<file path="src/rtl/aes_shift_rows_pipe.sv">
// aes_shift_rows_pipe
//   Pipelined ShiftRows / InvShiftRows for Rijndael states of NB = 4, 6 or 8
//   columns. The row rotation is applied combinationally on the input and
//   captured in stage 0; stages 1..STAGES-1 are plain elastic registers.
//
// Ports
//   clk, rst_n            rising-edge clock, asynchronous active-low reset
//   flush                 synchronous clear of every stage valid (wins over transfers)
//   in_valid / in_ready   input handshake
//   in_inv                0 = ShiftRows, 1 = InvShiftRows (consumed in stage 0)
//   in_data / in_tag      input state (byte 0 at MSB) and sideband tag
//   out_valid / out_ready output handshake
//   out_data / out_tag    permuted state and its tag, straight from registers
//
// Handshake: a transfer happens on a rising edge where valid && ready are both
// high. A producer holding valid keeps its payload stable until that edge; a
// registered output never changes while out_valid && !out_ready.
module aes_shift_rows_pipe #(
  parameter int NB     = 4,
  parameter int STAGES = 1,
  parameter int TAG_W  = 4
) (
  input  logic               clk,
  input  logic               rst_n,
  input  logic               flush,
  input  logic               in_valid,
  output logic               in_ready,
  input  logic               in_inv,
  input  logic [32*NB-1:0]   in_data,
  input  logic [TAG_W-1:0]   in_tag,
  output logic               out_valid,
  input  logic               out_ready,
  output logic [32*NB-1:0]   out_data,
  output logic [TAG_W-1:0]   out_tag
);

  localparam int W = 32 * NB;

  if (!(NB == 4 || NB == 6 || NB == 8)) begin : g_bad_nb
    $error("aes_shift_rows_pipe: NB must be 4, 6 or 8");
  end
  if (STAGES < 1 || STAGES > 4) begin : g_bad_stages
    $error("aes_shift_rows_pipe: STAGES must be 1..4");
  end
  if (TAG_W < 1) begin : g_bad_tag
    $error("aes_shift_rows_pipe: TAG_W must be at least 1");
  end

  // Rijndael row offsets; only the 8-column block uses the wider spread.
  function automatic int row_off(input int r);
    int off;
    case (r)
      0:       off = 0;
      1:       off = 1;
      2:       off = (NB == 8) ? 3 : 2;
      default: off = (NB == 8) ? 4 : 3;
    endcase
    return off;
  endfunction

  // s[r][c] lives in byte r + 4c, byte k at bits [W-1-8k -: 8].
  function automatic logic [W-1:0] permute(input logic [W-1:0] d, input logic inv);
    logic [W-1:0] o;
    int           src;
    o = '0;
    for (int c = 0; c < NB; c++) begin
      for (int r = 0; r < 4; r++) begin
        if (inv) src = (c - row_off(r) + NB) % NB;
        else     src = (c + row_off(r)) % NB;
        o[W-1-8*(r+4*c) -: 8] = d[W-1-8*(r+4*src) -: 8];
      end
    end
    return o;
  endfunction

  logic [STAGES-1:0]            valid_q, valid_d;
  logic [STAGES-1:0][W-1:0]     data_q,  data_d;
  logic [STAGES-1:0][TAG_W-1:0] tag_q,   tag_d;
  logic [STAGES-1:0]            stage_ready;
  logic [W-1:0]                 perm_data;
  logic                         in_fire;

  // ready_i = !valid_i || ready_(i+1), unrolled as "out_ready or some stage
  // at or after i is empty" so the chain has no self-referencing vector.
  always_comb begin
    logic all_full;
    all_full    = 1'b1;
    stage_ready = '0;
    for (int i = STAGES - 1; i >= 0; i--) begin
      all_full       = all_full & valid_q[i];
      stage_ready[i] = out_ready | ~all_full;
    end
  end

  assign in_ready  = stage_ready[0] & ~flush;
  assign in_fire   = in_valid & in_ready;
  assign perm_data = permute(in_data, in_inv);

  always_comb begin
    valid_d = valid_q;
    data_d  = data_q;
    tag_d   = tag_q;

    if (stage_ready[0]) begin
      valid_d[0] = in_fire;
      if (in_fire) begin
        data_d[0] = perm_data;
        tag_d[0]  = in_tag;
      end
    end

    for (int i = 1; i < STAGES; i++) begin
      if (stage_ready[i]) begin
        valid_d[i] = valid_q[i-1];
        if (valid_q[i-1]) begin
          data_d[i] = data_q[i-1];
          tag_d[i]  = tag_q[i-1];
        end
      end
    end

    // Data registers keep stale contents; only occupancy is cleared.
    if (flush) valid_d = '0;
  end

  always_ff @(posedge clk or negedge rst_n) begin
    if (!rst_n) begin
      valid_q <= '0;
      data_q  <= '0;
      tag_q   <= '0;
    end else begin
      valid_q <= valid_d;
      data_q  <= data_d;
      tag_q   <= tag_d;
    end
  end

  assign out_valid = valid_q[STAGES-1];
  assign out_data  = data_q[STAGES-1];
  assign out_tag   = tag_q[STAGES-1];

endmodule

</file>
<file path="config.mk">
export PLATFORM = sky130hd
export DESIGN_NAME = aes_shift_rows_pipe
export DESIGN_NICKNAME = d
export VERILOG_FILES = /design/src/rtl/aes_shift_rows_pipe.sv
export SDC_FILE = /design/constraint.sdc
export NUM_CORES = 1
export LEC_CHECK = 0
export ABC_AREA = 0
export CAP_MARGIN = 20
export CORE_MARGIN = 2
export CORE_UTILIZATION = 40
export CTS_BUF_LIST = sky130_fd_sc_hd__clkbuf_8
export CTS_CLUSTER_SIZE = 14
export DETAILED_ROUTE_END_ITERATION = 8
export GPL_TIMING_DRIVEN = 0
export PLACE_DENSITY = 0.78
export SYNTH_ARGS = -nofsm -noshare
export SYNTH_HDL_FRONTEND = slang
export SYNTH_SLANG_ARGS = --single-unit
</file>
<file path="constraint.sdc">
create_clock -name clk -period 1.8 [get_ports clk]
set_clock_uncertainty 0.05 [all_clocks]
set_input_delay 0.36 -clock clk [delete_from_list [all_inputs] [get_ports clk]]
set_output_delay 0.36 -clock clk [all_outputs]
set_load 0.005 [all_outputs]
</file>
After elaboration in Yosys (flattened, before gate mapping) --
Index checks and enable logic that the tools add are counted. W data, S select, Z words.
Word-level totals: bits in registers 133, input port bits 138, output and inout bits 134, logic and storage cells 188
Operators by class: $add $sub $neg 72, shift operators 16, muxes and demuxes 26, bitwise operators 37, reductions and logical operators 34
Operators by type and width (number):
- $shiftx A135 B32 Y8 | 16
- $add A32 B4 Y32 const B | 16
- $sub A8 B32 Y32 const A | 16
- $mux W27 | 16
- $add A3 B32 Y32 const A | 8
- $mux W32 | 8
- $sub A3 B32 Y32 const A | 8
- $add A3 B29 Y29 const A | 8
- $add A2 B32 Y32 const A | 4
- $sub A1 B32 Y32 const A | 4
- $sub A2 B32 Y32 const A | 4
- $add A2 B29 Y29 const A | 4
- $reduce_or A2 Y1 | 32
- $and A1 B1 Y1 | 34
- $mux W1 | 2
- $not A1 Y1 | 2
- $reduce_and A2 Y1 | 1
- $reduce_bool A2 Y1 | 1
- $or A1 B1 Y1 | 1

Longest topological paths before layout --
depth after elaboration 9, gate-level depth with buffers 5, mapped depth without buffers 3

Worst setup path before layout --
Ideal clock, no wire load.
path kind input-to-reg, start input port in_inv, end register data_q (netlist bit out_data[0]), setup time 0.125 ns, arrival time 1.484 ns, data required time 1.625 ns, path slack 0.141 ns, stages 4, buffers on the path 2, cell sequence buf_2 > buf_1 > mux2_2 > mux2_2
Between the ends: longest elaborated chain between the ends 4
RTL lines:
- start, declared | RTL line 28 | input logic in_inv,
- $mux W27 | RTL line 68 | if (inv) src = (c - row_off(r) + NB) % NB;
- $add A3 B29 Y29 | RTL line 70 | o[W-1-8*(r+4*c) -: 8] = d[W-1-8*(r+4*src) -: 8];
- $sub A8 B32 Y32 | RTL line 70
- $shiftx A135 B32 Y8 | RTL line 70
- end signal, assigned | RTL line 133 | data_q <= data_d;
- end, declared | RTL line 77 | logic [STAGES-1:0][W-1:0] data_q, data_d;
Every way passes these cells. A chain may end at the register's enable or synchronous reset.

Worst setup path in the final report --
start register valid_q, in the netlist out_valid, end register data_q (netlist bit out_data[33])
Between the ends: longest elaborated chain between the ends 5
RTL lines:
- start, declared | RTL line 76 | logic [STAGES-1:0] valid_q, valid_d;
- start signal, assigned | RTL line 132 | valid_q <= valid_d;
- $not A1 Y1 * | RTL line 91 | stage_ready[i] = out_ready | ~all_full;
- $or A1 B1 Y1 * | RTL line 91
- $and A1 B1 Y1 | RTL line 95 | assign in_ready = stage_ready[0] & ~flush;
- $and A1 B1 Y1 | RTL line 96 | assign in_fire = in_valid & in_ready;
- $reduce_and A2 Y1 (no line) *
Every way passes the cells marked *; elsewhere a longest branch is shown, timed or not.

==> out/qor.txt <==
Layout cells sized above 1 -> 30.5%
CP max-delay cell -> mux2_2
Initial antenna violation count -> 0
Core area -> 13900 um2
Vias -> 4087
Hold Slack -> 410 ps
Largest net degree at the start of global routing -> 71
Combinational share of power -> 28.5%
Int Pwr -> 6370 uW
Area occupied by multi-input gates -> 2250 um2
Main combinational cell family by area after synthesis -> multiplexers
Die X-Extent -> 123 um
Fin worst setup slack -> 35.0 ps
Reg-to-reg setup timing slack -> 40 ps
Area growth syn-to-layout -> 59.3%
Clk Latency, worst-skew pair -> 430 ps
Clock buffer depth -> 2
Critical-path cell list -> nor2b_2 -> nor3b_4 -> buf_6 -> buf_2 -> mux2_2
Crit Reg-Reg Startpoint -> out_valid
Setup TNS -> 0 ps
HP Class -> in -> reg
Crit Reg-Reg Endpoint -> out_data[33]
Status -> finished, final reports clean
CTS tree -> yes
Final nets -> 787
Rel. slew slack -> 48.3%
Die Ht -> 123 um
Root buffer cell -> clkbuf_8
Reg2reg path depth -> 5
Worst vdd ir -> 0.000527 V
DP Worst Slack -> -398 ps
Critical Path AT -> 2030 ps
Commonest cells after routing, fill and taps aside -> clkdlybuf4s50_1, mux2_2, dfrtp_1
I/O pin count -> 272
Global-route wire length before repair -> 23.4 mm
CTS Sinks -> 133
Hpwl dp -> 11.8 mm
Reg power frac -> 45.1%
H-tree depth -> 4
Fin crit period -> 1760 ps
Max Fanout on Critical Path -> 10
Yosys reg bits -> 133
Total grt overflow -> 0
Post-Synth Simple-Gate Area -> 0.680%
Worst Hold Launch -> in_inv
Setup Viol. Count Final -> 0
Final Hold Vio Count -> 0
Placed cell areas -> 8660 um2
Setup crit end kind -> register
Design area -> 9090 um2
Vias in the first global route -> 4444
Initial detailed-routing violation count -> 84
Switching Fraction -> 24.5%
Hold depth -> 3
Synth area leaders -> dfrtp_1, mux2_2, mux2_1, buf_4, buf_2
PwrDens -> 929 nW/um2
Worst Path Buf+Inv -> 2
Die Area -> 15200 um2
CTS buffer count -> 17
Post-synthesis adder-cell area fraction -> 0%
Mapped Nets -> 493
Drt pass-1 iters -> 4
Mapped cell area -> 5710 um2
Syn Area/Cell -> 16.1 um2
Unique masters post-synth -> 10
RSZ-0062 raised after global routing -> true
CP max stage delay -> 380 ps
Syn. warnings -> 0
IO Port Bufs -> 270
FF+latch area -> 3330 um2
CP delay by family, top -> buffers and inverters
Filler cells -> 1028
Row count -> 43
Startpoint Class -> register
Leakage power -> 0.00378 uW
Xor and xnor area share after synthesis -> 0%
Synth area leader -> dfrtp_1
Detail Route Antenna Nets -> 0
Hold EP -> out_data[99]
Switching power -> 2070 uW
Final worst-path cycle share -> 98.1%
Sequential fraction of the synthesis area -> 58.3%
Critical setup path kind -> reg -> reg
Max frequency -> 567 MHz
Max_cap viols -> 0
Fin. max-slew vios -> 0
Mapped Cells -> 355
Critical Path RT -> 2060 ps
Total track usage -> 20.9%
Diode count -> 0
Area share of the leading cell type in the synthesized netlist -> 58.3%
Clk slew on worst S/H paths -> 70 ps
Worst-Margin Slew -> 776 ps
Avg Vias per Cell -> 4.87
Post-synthesis mux area share -> 38.7%
Final WL -> 15.8 mm
DRC -> 0
WL/cell -> 18.8 um
Clock power frac -> 26.4%
Gpl congestion -> 0.734
Compound-Gate Fraction of Synth Area -> 0%
Commonest non-fill, non-tap cell in the layout -> clkdlybuf4s50_1
Starting Density -> 41.1%
[stage by stage]
| step | cells | util [%] | power (uW) |
|---|---|---|---|
| 2_1_floorplan | 355 | - | 4580 |
| 3_3_place_gp | 805 | 62.2 | 6210 |
| 3_5_place_dp | 806 | 62.4 | 6290 |
| 4_1_cts | 840 | 65.2 | 8560 |
| 5_1_grt | 840 | 65.5 | 8910 |
| 6_report | 840 | 65.5 | 8450 |
[tightest hold or removal path, stage by stage]
cell and delay, ps:
buf_2 190, mux2_2 180, mux2_2 130
[state kept, by name, indices dropped and copies added (netlist names)]
signal	cells
out_valid	1
out_tag	4
out_data	128
[power groups by stage]
stage | Sequential (uW) | Clock (uW) | Combinational [uW]
finish | 3810 | 2230 | 2410
global route | 3870 | 2450 | 2580
CTS | 3810 | 2300 | 2450
detailed placement | 3870 | 0 | 2430
global placement | 3830 | 0 | 2380
floorplan | 3890 | 0 | 692
[what timing repair did]
action	CTS	global route
pin swaps	1	0
cloned	1	0
hold buffers	1	0
endpoints found under the hold margin	63	0
endpoints found under the setup margin	69	99
buffers inserted	2	0
gates resized for setup	3	14
[layout make-up]
type	count	share of cell area [%]
sequential	133	36.6
tap	180	2.48
multi-input combinational	201	24.7
clock inverter	10	0.771
clock buffer	20	3.03
timing repair buffer	275	30.6
buffer	21	1.82
[synth_stat cells]
cell type,n
buf_1,3
buf_2,9
buf_4,7
buf_6,2
dfrtp_1,133
mux2_1,44
mux2_2,152
nor2_1,3
nor2b_2,1
nor3b_4,1
[worst max path at each step]
stage | startpoint | endpoint | depth (start not counted)
CTS | out_valid | out_data[115] | 6
global route | out_valid | out_data[76] | 6
finish | out_valid | out_data[33] | 5
global placement | rst_n | out_data[60] | 1
detailed placement | out_ready | out_data[115] | 6
floorplan | in_inv | out_data[0] | 4
[per-layer routing]
metal / vias up / global-route usage, % / share of wire [%]
met5: - / 0 / 0
met1: 2064 / 23.0 / 38
met2: 153 / 37.3 / 53
met4: 0 / 4.76 / 0.46
met3: 7 / 8.76 / 8.1
li1: 1863 / - / -
[cells by family (layout without fill, tap and decap cells)]
family	Yosys count	count (layout)
and+or+nand+nor	5	5
DFF	133	133
muxes	196	196
buffers and inverters	21	326
Note: power is estimated with default switching activity, not from simulation.
